File: src/rtl/ram_arb_pkg.sv
// Shared types and reset values for the RAM port arbiter.
package ram_arb_pkg;

    typedef enum logic [1:0] {
        ARB_IDLE = 2'd0,
        ARB_WR   = 2'd1,
        ARB_RD   = 2'd2
    } arb_state_e;

    typedef enum logic {
        OWN_WR = 1'b0,
        OWN_RD = 1'b1
    } arb_owner_e;

    localparam arb_state_e ARB_STATE_RST = ARB_IDLE;
    // Remembering the reader as last owner lets the writer win the first contention.
    localparam arb_owner_e ARB_OWNER_RST = OWN_RD;

    localparam int ARB_BURST_CNT_MIN_W = 3;

    // Width of the burst counter: enough for MAX_BURST, never below three bits.
    function automatic int burst_cnt_width(input int max_burst);
        int w;
        w = $clog2(max_burst + 1);
        return (w < ARB_BURST_CNT_MIN_W) ? ARB_BURST_CNT_MIN_W : w;
    endfunction

endpackage

File: src/rtl/ram_arb_rdpipe.sv
// Read-return tracker: a RD_LAT+1 deep shift pipe of {valid, err} that lines
// up each accepted read with the cycle its RAM data appears.
module ram_arb_rdpipe #(
    parameter int RD_LAT = 1
) (
    input  logic clk,
    input  logic rst_n,
    input  logic push_valid,
    input  logic push_err,
    output logic rd_valid,
    output logic rd_err
);

    localparam int PIPE_D = RD_LAT + 1;

    logic [PIPE_D-1:0] valid_q;
    logic [PIPE_D-1:0] err_q;

    // Shift one stage per cycle; reset drops every read still in flight.
    always_ff @(posedge clk or negedge rst_n) begin
        if (!rst_n) begin
            valid_q <= '0;
            err_q   <= '0;
        end else begin
            valid_q <= {valid_q[PIPE_D-2:0], push_valid};
            err_q   <= {err_q[PIPE_D-2:0], push_valid & push_err};
        end
    end

    assign rd_valid = valid_q[PIPE_D-1];
    assign rd_err   = valid_q[PIPE_D-1] & err_q[PIPE_D-1];

endmodule

File: src/rtl/ram_port_arbiter.sv
// Round-robin arbiter sharing one single-port synchronous RAM between a write
// client and a read client. Commands are registered, out-of-range addresses are
// accepted but flagged, read data returns after a fixed tracked latency.
// Optional feature: define RAM_ARB_BURST_EN to let the owner keep the grant for
// up to MAX_BURST consecutive cycles while it keeps requesting.
module ram_port_arbiter
    import ram_arb_pkg::*;
#(
    parameter int DATA_W    = 8,
    parameter int ADDR_W    = 4,
    parameter int DEPTH     = 16,
    parameter int RD_LAT    = 1,
    parameter int MAX_BURST = 4
) (
    input  logic              clk,
    input  logic              rst_n,
    input  logic              wr_req,
    input  logic [ADDR_W-1:0] wr_addr,
    input  logic [DATA_W-1:0] wr_data,
    output logic              wr_gnt,
    output logic              wr_err,
    input  logic              rd_req,
    input  logic [ADDR_W-1:0] rd_addr,
    output logic              rd_gnt,
    output logic              rd_valid,
    output logic [DATA_W-1:0] rd_data,
    output logic              rd_err,
    output logic              mem_en,
    output logic              mem_we,
    output logic [ADDR_W-1:0] mem_addr,
    output logic [DATA_W-1:0] mem_wdata,
    input  logic [DATA_W-1:0] mem_rdata
);

    // One extra bit so DEPTH == 2**ADDR_W is representable.
    localparam logic [ADDR_W:0] DEPTH_L = (ADDR_W + 1)'(DEPTH);

    arb_state_e state_q, state_d;
    arb_owner_e last_owner_q, last_owner_d;
    arb_owner_e prev_owner;
    logic       wr_in_range;
    logic       rd_in_range;
    logic       keep_owner;

    assign wr_in_range = ({1'b0, wr_addr} < DEPTH_L);
    assign rd_in_range = ({1'b0, rd_addr} < DEPTH_L);

    // A grant last cycle names the owner directly; after an idle gap the
    // remembered last owner decides who yields.
    assign prev_owner = (state_q == ARB_WR) ? OWN_WR :
                        (state_q == ARB_RD) ? OWN_RD : last_owner_q;

`ifdef RAM_ARB_BURST_EN
    localparam int              CNT_W   = burst_cnt_width(MAX_BURST);
    localparam logic [CNT_W-1:0] CNT_MAX = CNT_W'(MAX_BURST);

    logic [CNT_W-1:0] burst_cnt_q;
    logic             same_owner;

    assign same_owner = (wr_gnt && state_q == ARB_WR) || (rd_gnt && state_q == ARB_RD);
    assign keep_owner = (state_q != ARB_IDLE) && (burst_cnt_q < CNT_MAX);

    // Count consecutive grants of the current owner, saturating at MAX_BURST.
    always_ff @(posedge clk or negedge rst_n) begin
        if (!rst_n) begin
            burst_cnt_q <= '0;
        end else if (wr_gnt || rd_gnt) begin
            if (!same_owner) begin
                burst_cnt_q <= CNT_W'(1);
            end else if (burst_cnt_q != CNT_MAX) begin
                burst_cnt_q <= burst_cnt_q + CNT_W'(1);
            end
        end else begin
            burst_cnt_q <= '0;
        end
    end
`else
    // Without burst support the owner never keeps the grant under contention.
    assign keep_owner = 1'b0 && (MAX_BURST > 1);
`endif

    // Grant selection and next owner/state: lone requester wins, contention alternates.
    always_comb begin
        wr_gnt       = 1'b0;
        rd_gnt       = 1'b0;
        state_d      = ARB_IDLE;
        last_owner_d = last_owner_q;
        if (wr_req && !rd_req) begin
            wr_gnt = 1'b1;
        end else if (rd_req && !wr_req) begin
            rd_gnt = 1'b1;
        end else if (wr_req && rd_req) begin
            if (keep_owner) begin
                wr_gnt = (prev_owner == OWN_WR);
                rd_gnt = (prev_owner == OWN_RD);
            end else begin
                wr_gnt = (prev_owner == OWN_RD);
                rd_gnt = (prev_owner == OWN_WR);
            end
        end
        if (wr_gnt) begin
            state_d      = ARB_WR;
            last_owner_d = OWN_WR;
        end else if (rd_gnt) begin
            state_d      = ARB_RD;
            last_owner_d = OWN_RD;
        end
    end

    // Arbiter state register.
    always_ff @(posedge clk or negedge rst_n) begin
        if (!rst_n) begin
            state_q      <= ARB_STATE_RST;
            last_owner_q <= ARB_OWNER_RST;
        end else begin
            state_q      <= state_d;
            last_owner_q <= last_owner_d;
        end
    end

    // Registered RAM command, issued the cycle after acceptance for one cycle only.
    always_ff @(posedge clk or negedge rst_n) begin
        if (!rst_n) begin
            mem_en    <= 1'b0;
            mem_we    <= 1'b0;
            mem_addr  <= '0;
            mem_wdata <= '0;
            wr_err    <= 1'b0;
        end else begin
            mem_en <= (wr_gnt && wr_in_range) || (rd_gnt && rd_in_range);
            mem_we <= wr_gnt && wr_in_range;
            wr_err <= wr_gnt && !wr_in_range;
            if (wr_gnt) begin
                mem_addr  <= wr_addr;
                mem_wdata <= wr_data;
            end else if (rd_gnt) begin
                mem_addr  <= rd_addr;
            end
        end
    end

    ram_arb_rdpipe #(
        .RD_LAT (RD_LAT)
    ) u_rdpipe (
        .clk        (clk),
        .rst_n      (rst_n),
        .push_valid (rd_gnt),
        .push_err   (!rd_in_range),
        .rd_valid   (rd_valid),
        .rd_err     (rd_err)
    );

    assign rd_data = (rd_valid && !rd_err) ? mem_rdata : '0;

endmodule

File: config.mk
export PLATFORM = sky130hd
export DESIGN_NAME = ram_port_arbiter
export DESIGN_NICKNAME = d
export VERILOG_FILES = /design/src/rtl/ram_arb_pkg.sv /design/src/rtl/ram_arb_rdpipe.sv /design/src/rtl/ram_port_arbiter.sv
export SDC_FILE = /design/constraint.sdc
export NUM_CORES = 1
export LEC_CHECK = 0
export BUFFER_PORTS_ARGS = -buffer_cell sky130_fd_sc_hd__buf_4
export CAP_MARGIN = 20
export CORE_MARGIN = 10
export CORE_UTILIZATION = 30
export CTS_BUF_LIST = sky130_fd_sc_hd__clkbuf_2 sky130_fd_sc_hd__clkbuf_4 sky130_fd_sc_hd__clkbuf_8
export DETAILED_ROUTE_END_ITERATION = 16
export SYNTH_ARGS = -nofsm -noshare
export SYNTH_HDL_FRONTEND = slang
export SYNTH_SLANG_ARGS = --single-unit
File: constraint.sdc
create_clock -name clk -period 2.22 [get_ports clk]
set_clock_uncertainty 0.2 [all_clocks]
set_input_delay 0.444 -clock clk [delete_from_list [all_inputs] [get_ports clk]]
set_output_delay 0.444 -clock clk [all_outputs]
set_load 0.1 [all_outputs]
# After elaboration in Yosys (flattened, before gate mapping)
# Cells that the tools add are included.
# word_totals
reg_bits	19
inputBits	28
output_inout_bits	27
wordCells	32
# classes
n_eq_ne	2
n_mux	15
n_bitwise	1
reduce_logical	7
# op_table
cell	n
$mux W1	10
$mux W4	2
$mux W8	1
$mux W2	2
$logic_and A1 B1 Y1	3
$eq A2 B1 Y1 const B	1
$eq A2 B2 Y1 const B	1
$logic_not A1 Y1	2
$reduce_bool A2 Y1	1
$logic_or A1 B1 Y1	1
$not A1 Y1	1

# Depth between registers and ports, before layout
# Gate-level depths: netlist of run 1.
# depth
depth_word	9
mapped_depth	4
depth_no_buf	3

# Hierarchy
# From an unflattened synthesis of run 1, not the netlist that was laid out.
# unflattened
hier_cells	61
hier_area_um2	894.6
# modules_own_cells
module	n_inst	cells_per_inst	area_each_um2	seq_area_each_um2
ram_port_arbiter	1	55	782.0	401.6
ram_arb_rdpipe	1	6	112.6	100.1

# Worst setup path after synthesis of run 1
# No wires, ideal clock.
# synth_path
kind	flip-flop to output port
from	reg state_q[0]
to	out rd_gnt
arrival_ns	3.508
required_ns	1.576
setup_slack_ns	-1.932
stages_incl_launch_ff	4
n_path_buf	0
cell_sequence	dfrtp_1 o21bai_2 nand2_1 a21boi_0
# synth_via
elab_chain_len	7
word_cells_on_any_way	8
classes_between	eq/ne: 2; mux: 5; bitwise: 1
# synth_rtl
element	line	source
start, declared	ram_port_arbiter.sv:38	arb_state_e state_q, state_d;
start signal, assigned	ram_port_arbiter.sv:116	state_q <= state_d;
$eq A2 B2 Y1	ram_port_arbiter.sv:51	(state_q == ARB_RD) ? OWN_RD : last_owner_q;
$mux W1	ram_port_arbiter.sv:51	
$mux W1 *	ram_port_arbiter.sv:50	assign prev_owner = (state_q == ARB_WR) ? OWN_WR :
$not A1 Y1 *	ram_port_arbiter.sv:98	rd_gnt = (prev_owner == OWN_WR);
$mux W1 *	ram_port_arbiter.sv:92	end else if (wr_req && rd_req) begin
$mux W1 *	ram_port_arbiter.sv:90	end else if (rd_req && !wr_req) begin
$mux W1 *	ram_port_arbiter.sv:88	if (wr_req && !rd_req) begin
end, declared	ram_port_arbiter.sv:24	output logic rd_gnt,
# Mark *: on every way between the ends. The rest lies on a longest branch, timed or not.

# Worst setup path after layout of run 1
# layout_path
from	reg state_q[1]
to	out rd_gnt
# Same word-level chain as after synthesis.

==> impl_metrics.ini, run 1 <==
[status]
status = finished clean

[sta]
finalSetupViolations = 0
hold_viol = 0
setup_tns_ns = 0
rsz0062_at_grt = false
final.min_clock_period_ns = 2.16
fmax_mhz = 463
period_share_pct = 97.2
final_max_slew_viol_count = 0

[global_route]
track_usage_pct = 7.63
antenna_found_initial = 0
grt-ovfl-total = 0
grt_pass1_wl_mm = 3.19
grt_max_degree = 19
grt_pass1_vias = 671

[critical_path]
cp.required_ns = 1.58
crit_family = flip-flops
critPathArrivalTime_ns = 1.51
crit_path_max_fanout = 2
setup.worst_path.class = reg -> out
rr_startpoint = last_owner_q
max_stage_delay_ns = 0.41
slowest_stage = dfrtp_1
reg2reg_depth = 4
reg2reg_to = mem_wdata[3]
endpoint_kind = primary output
path_cells = o21bai_2 -> nand2_1 -> a21boi_4 -> buf_4
path_buf_inv = 1
crit_path_start_kind = flop
cp.depth = 4
cp-startpoint = state_q[1]
reg2reg_slack_ns = 0.44

[logic_synthesis]
yosysSeqAreaShare_pct = 54.2
yosys_warnings = 0
syn_inst = 57
ys_seq_elements = 18
syn_avg_cell_area_um2 = 14.6
synth_area_um2 = 833
synth.distinct_cells = 16

[die]
die_h_um = 72.7
core_um2 = 2710
io_pins = 55
start_util_pct = 30.7
rows = 19
dieArea_um2 = 5290
die_x_um = 72.7

[placed_design]
place_congestion = 0.683
dpl.hpwl_mm = 1.76
dpl_cell_area_um2 = 1250
numPortBuffers = 52

[flow_run]
cap_violations = 0

[power_and_ir_drop]
switching_share_pct = 48.7
intPower_uw = 642
pwr-share-seq_pct = 32.1
pwr_density_cell_nw_per_um2 = 962
p_leak_nw = 0.655
power_frac_clock_pct = 16.1
ir_worst_vdd_mv = 0.609
comb_power_share_pct = 51.8
p_sw_uw = 610

[clock_tree]
path_clk_slew_ns = 0.10
clock_latency_ns = 0.29
cts-resized-gates = 0
post_cts_buffers = 0
cts_tree = done
hold_buffers = 1
cts_sinks = 18
cts.root.buffer_cell = clkbuf_4
clockBufferDepth = 2
h-tree-depth = 1
cts_made_buffers = 3

[routing]
wire_per_inst_um = 15.1
viasPerCell = 4.44
firstDrtPassIters = 2
drcViolationCount = 0
vias = 635
drtAntennaViolNets = 0
wirelength_mm = 2.16
dr.first_iter.drc_count = 6

[final_layout]
drive_above_1_share_pct = 79.5
fin_area_um2 = 1300
diodes = 0
post-route-util_pct = 48.0
nets = 141
area_growth_pct = 56.2

[hold_path]
worstHoldPathType = in -> reg
hold_start = wr_req
holdPathEnd = u_rdpipe.valid_q[0]
whs_path_depth = 2
placed cells by master, fill, tap and decap left out, types with 2 or more instances in the layout:
master and instances:
and2_2 8, dfrtp_1 15, mux2_4 8, mux2_2 8, clkbuf_4 3, dfrtp_2 2, nor2_1 2, buf_4 53
conb_1 2
per-layer routing:
layer,GRT usage (%),vias up,routed length [µm]
li1,-,297,-
met1,8.36,296,865
met2,11.3,40,954
met3,4.76,2,337
met4,3.80,0,8
met5,0,-,0
power by group through the flow:
stage,Sequential [mW],Combinational (mW),Clock (mW)
3_3_place_gp,0.406,0.650,0
2_1_floorplan,0.694,0.223,0
4_1_cts,0.403,0.655,0.209
5_1_grt,0.408,0.668,0.226
3_5_place_dp,0.407,0.653,0
6_report,0.401,0.648,0.202
stage by stage:
step                power, mW  std cells  worst slack, ns  hold slack [ns]
global route             1.30        143          0.00130            0.122
floorplan               0.918         58          -0.0449          -0.0516
finish                   1.25        143           0.0617            0.147
global placement         1.06        138            0.407            0.127
detailed placement       1.06        138            0.387            0.127
CTS                      1.27        143           0.0439            0.133
registers in the layout, indices dropped and copies added, names as in the netlist:
signal            count
mem_en                1
last_owner_q          1
u_rdpipe.valid_q      2
state_q               2
mem_addr              4
mem_wdata             8
worst register-to-register path, delay by kind of cell (launching register included):
kind	cells	cell delay [ns]
AOI/OAI and AO/OA	1	0.20
buffers and inverters	1	0.28
DFF	1	0.57
muxes	1	0.36
and+or+nand+nor	1	0.08
area by class of cell:
type | count | area, µm²
Sequential cell | 18 | 454
Fill cell | 272 | 1410
Timing Repair Buffer | 54 | 408
Tap cell | 31 | 38.8
Clock buffer | 4 | 36.3
Multi-Input combinational cell | 35 | 360
Inverter | 1 | 3.75
synthesized netlist by cell type:
master	n	area share, %
conb_1	1	0.45
a31oi_4	1	2.6
and2_1	8	6.0
dfstp_2	1	3.2
nand2_1	1	0.45
mux2_4	8	14
mux2_2	8	11
or2_2	1	0.75
buf_4	3	2.7
o21bai_2	1	1.4
nand2_2	1	0.75
dfrtp_1	17	51
inv_1	1	0.45
a21boi_0	2	1.8
nor2_1	2	0.90
buf_12	1	2.4
kinds of logic after synthesis:
kind of cell           count (synthesis)  synth area share, %
DFF                                   18                 54.2
muxes                                 16                 25.2
buffers and inverters                  5                 5.56
and+or+nand+nor                       13                 8.86
other                                  1                0.450
AOI/OAI and AO/OA                      4                 5.71
how the worst max path moves through the flow:
stage / end / slack [ns]
after floorplan: rd_gnt / -0.04
after global placement: rd_gnt / 0.41
after detailed placement: rd_gnt / 0.39
after CTS: rd_gnt / 0.04
after global routing: rd_gnt / 0.001
final: rd_gnt / 0.06
Power figures use the tool's default switching activity.
==> run 2, diff against run 1 <==
Settings changed: CELL_PAD_IN_SITES_DETAIL_PLACEMENT from default to 0, CELL_PAD_IN_SITES_GLOBAL_PLACEMENT from default to 1, GPL_ROUTABILITY_DRIVEN from default to 0, GPL_TIMING_DRIVEN from default to 0, PLACE_DENSITY_LB_ADDON from default to 0.1.
==> run 2 against run 1 <==
  * Final area grew 3.9%
  * Sequential share of layout area shrank 1.3 points
  * Maximum frequency grew 0.21%
  * Die area is the same
  * Non-clock buffer count grew 3
  * Worst setup slack gained 0.0046 ns
  * Core utilization grew 1.9 points
  * First-iteration DRC count shrank 33%
  * Register-to-register slack gained 0.12 ns
  * Sequential power is essentially flat
  * Critical path depth is the same
==> impl_metrics.ini, run 2 (synthesized netlist as in run 1, its figures left out) <==
[status]
status = finished clean

[routing]
firstDrtPassIters = 3
dr.first_iter.drc_count = 4
drtAntennaViolNets = 0
wirelength_mm = 2.08
drcViolationCount = 0
viasPerCell = 4.32
vias = 631
wire_per_inst_um = 14.3

[critical_path]
crit_path_max_fanout = 11
setup.worst_path.class = reg -> out
endpoint_kind = primary output
cp.required_ns = 1.58
crit_path_start_kind = flop
critPathArrivalTime_ns = 1.51
reg2reg_depth = 4

[final_layout]
fillers = 259
nets = 144
top_register = mem_wdata
final_common_cell = buf_4
drive_above_1_share_pct = 80.0
stdcell_count = 146
area_growth_pct = 62.3
diodes = 0
final_cell_mix = buf_4, dfrtp_1, and2_2, mux2_4, mux2_2
largest_reg_flops = 8
post-route-util_pct = 49.9
reg_top3 = mem_wdata: 8 flops, mem_addr: 4 flops

[global_route]
grt-busiest-layer = met2
antenna_found_initial = 0
grt_pass1_wl_mm = 3.26
grt_pass1_vias = 692
grt_max_degree = 19
grtUsageMet3_pct = 4.76
use_met1_pct = 7.63
grt-ovfl-total = 0
use_met2_pct = 13.0
track_usage_pct = 7.79

[die]
io_pins = 55
die_h_um = 72.7
start_util_pct = 30.7
rows = 19
die_x_um = 72.7
core_um2 = 2710
dieArea_um2 = 5290

[clock_tree]
clock_latency_ns = 0.28
clockBufferDepth = 2
cts_tree = done
h-tree-depth = 1
cts_sinks = 18
cts.root.buffer_cell = clkbuf_4
path_clk_slew_ns = 0.10
cts_made_buffers = 3

[sta]
final.min_clock_period_ns = 2.15
fmax_mhz = 464
period_share_pct = 97.0
final_max_slew_viol_count = 0
hold_viol = 0
finalSetupViolations = 0
rsz0062_at_grt = false
setup_slack_ns = 0.0662

[hold_path]
whs_path_depth = 2
worstHoldPathType = in -> reg

[power_and_ir_drop]
pwr_density_cell_nw_per_um2 = 932
ir_worst_vdd_mv = 0.520
p_leak_nw = 0.680
total_power_mw = 1.26

[placed_design]
numPortBuffers = 51
dpl.hpwl_mm = 1.71
placed_cells = 140
dp_slack_ns = 0.155

[flow_run]
cap_violations = 0
[run 2: cell count changes in the layout (fill, tap and decap cells not counted)]
cell	delta
buf_12	+2
buf_6	+1
[run 2: power by group]
part / internal [mW] / switching (mW)
clock: 0.0997 / 0.0969
sequential: 0.374 / 0.0252
combinational: 0.182 / 0.483
total: 0.656 / 0.605
[run 2: repair_timing]
item	in CTS	in global routing
gates resized for setup	2	2
hold endpoints to repair	17	0
hold buffers	1	0
setup endpoints to repair	1	2
pin swaps	1	0
setup buffers	1	0
[run 2: metal layers]
layer / wire (µm) / share of wire, %
met3: 272 / 13
met4: 9 / 0.43
met5: 0 / 0
met1: 753 / 36
met2: 1050 / 50
[run 2: final cells by class]
class	count	area [µm²]	share of cell area [%]
buffer	4	42.5	3.15
sequential	18	454	33.6
timing repair buffer	53	417	30.8
clock buffer	4	36.3	2.68
tap	31	38.8	2.87
multi-input combinational	35	360	26.6
inverter	1	3.75	0.278
[run 2: critical path: stages (launching register included)]
cell      delay, ns
dfstp_2        0.57
o21bai_2       0.09
a31oi_4        0.21
buf_12         0.17
buf_12         0.18
[run 2: worst paths after layout]
kind	startpoint	end	slack, ns
min in group asynchronous	rst_n	mem_wdata[0]	0.36
min reg2reg	u_rdpipe.valid_q[0]	u_rdpipe.valid_q[1]	0.16
max in group asynchronous	rst_n	last_owner_q	1.20
max	last_owner_q	wr_gnt	0.07
max reg2reg	last_owner_q	mem_addr[3]	0.56
min	wr_req	u_rdpipe.valid_q[0]	0.15
[run 2: metrics by stage]
step                      setup TNS, ns  cell area, µm²  hold slack (ns)
final                                 0            1350            0.155
after global routing                  0            1350            0.143
after CTS                             0            1340            0.132
after detailed placement              0            1280            0.129
after global placement                0            1280            0.126
after floorplan                 -0.0449             861          -0.0516
==> run 3, diff against run 2 <==
Settings changed: BUFFER_PORTS_ARGS -buffer_cell sky130_fd_sc_hd__buf_4 to -buffer_cell sky130_fd_sc_hd__buf_2, CELL_PAD_IN_SITES_DETAIL_PLACEMENT 0 to 1, REMOVE_ABC_BUFFERS from default to 1.
==> run 3 against run 2 <==
  * Sequential share of layout area is 5.5 points higher
  * Largest power group unchanged
  * Wire length is 6.3% higher
  * Core utilization is 7.2 points lower
  * Critical path depth stayed put
  * Global-route usage is 0.45 points higher
  * Maximum frequency is 1.1% higher
  * Combinational power is 9.3% lower
  * Hold slack better by 0.0050 ns
  * Die area stayed put
==> impl_metrics.ini, run 3 (synthesized netlist as in run 1, its figures left out) <==
[critical_path]
endpoint_kind = primary output
setup.worst_path.class = reg -> out
crit_path_start_kind = flop
critPathArrivalTime_ns = 1.49
cp.required_ns = 1.58
crit_path_max_fanout = 2

[routing]
drcViolationCount = 0
viasPerCell = 4.38
dr.first_iter.drc_count = 5
wirelength_mm = 2.21
firstDrtPassIters = 3
vias = 626
wire_per_inst_um = 15.5
drtAntennaViolNets = 0

[sta]
rsz0062_at_grt = false
hold_viol = 0
final.min_clock_period_ns = 2.13
fmax_mhz = 469
setup_tns_ns = 0
hold_ws_ns = 0.160
finalSetupViolations = 0
setup_slack_ns = 0.0898
final_max_slew_viol_count = 0
period_share_pct = 96.0

[final_layout]
largest_reg_flops = 8
area_growth_pct = 38.7
diodes = 0
fillers = 310
final_cell_mix = buf_2, dfrtp_1, and2_1, mux2_4, mux2_2
top_register = mem_wdata
reg_top3 = mem_wdata: 8 flops, mem_addr: 4 flops
fin_area_um2 = 1160
final_common_cell = buf_2
stdcell_count = 143
drive_above_1_share_pct = 69.6
nets = 141
post-route-util_pct = 42.7

[die]
die_h_um = 72.7
die_x_um = 72.7
io_pins = 55
rows = 19
start_util_pct = 30.7
core_um2 = 2710
dieArea_um2 = 5290

[clock_tree]
cts_tree = done
cts_sinks = 18
h-tree-depth = 1
cts_made_buffers = 3
path_clk_slew_ns = 0.10
clock_latency_ns = 0.29
clockBufferDepth = 2
cts.root.buffer_cell = clkbuf_4

[power_and_ir_drop]
ir_worst_vdd_mv = 0.559
total_power_mw = 1.20
pwr_density_cell_nw_per_um2 = 1040
p_leak_nw = 0.609

[placed_design]
numPortBuffers = 52
dpl.hpwl_mm = 1.75
dp_slack_ns = -0.180
dpl_cell_area_um2 = 1090
placed_cells = 137

[global_route]
antenna_found_initial = 0
track_usage_pct = 8.25
grt_pass1_wl_mm = 3.53
grt-ovfl-total = 0
grt_max_degree = 19
grt_pass1_vias = 724

[status]
status = finished clean

[flow_run]
cap_violations = 0

[hold_path]
worstHoldPathType = reg -> reg
[run 3: cell count changes in the layout (fill, tap and decap cells not counted), sizes merged]
cell  change
buf       -3
[run 3: layer usage]
metal  GRT usage, %  vias to the layer above  wire (µm)
li1               -                      296          -
met1           7.64                      301        763
met2           14.5                       27       1140
met3           5.17                        2        297
met4           2.53                        0         14
met5              0                        -          0
[run 3: critical path, cell delays in order, from the launching register on]
cell and delay [ns]:
dfrtp_1 0.42, o21bai_2 0.21, nand2_1 0.09, a21boi_1 0.21, buf_6 0.26
[run 3: timing repair]
| action | CTS | global route |
|---|---|---|
| endpoints found under the setup margin | 2 | 1 |
| endpoints found under the hold margin | 17 | 0 |
| hold buffers | 1 | 0 |
| gates resized for setup | 3 | 1 |
| buffers inserted | 1 | 0 |
| pin swaps | 1 | 0 |
[run 3: worst paths after layout]
path                                      from             endpoint  slack, ns  cells past startpoint
min in group asynchronous                rst_n         mem_wdata[4]       0.41                      2
max reg2reg                       last_owner_q          mem_addr[3]       0.40                      4
min                        u_rdpipe.valid_q[0]  u_rdpipe.valid_q[1]       0.16                      0
max                                 state_q[1]               rd_gnt       0.09                      4
max in group asynchronous                rst_n         last_owner_q       1.09                      2
min reg2reg                u_rdpipe.valid_q[0]  u_rdpipe.valid_q[1]       0.16                      0
[run 3: power by group]
part	internal, mW	leakage (nW)	switching, mW
logic	0.122	0.378	0.480
registers	0.374	0.210	0.0229
clock network	0.0999	0.0210	0.102
[run 3: final cells by class]
cell class                      count  area, µm²  area share [%]
Tap cell                           31       38.8            3.35
Clock buffer                        4       36.3            3.14
Timing Repair Buffer               54        287            24.8
Multi-Input combinational cell     35        339            29.3
Inverter                            1       3.75           0.325
Sequential cell                    18        452            39.1
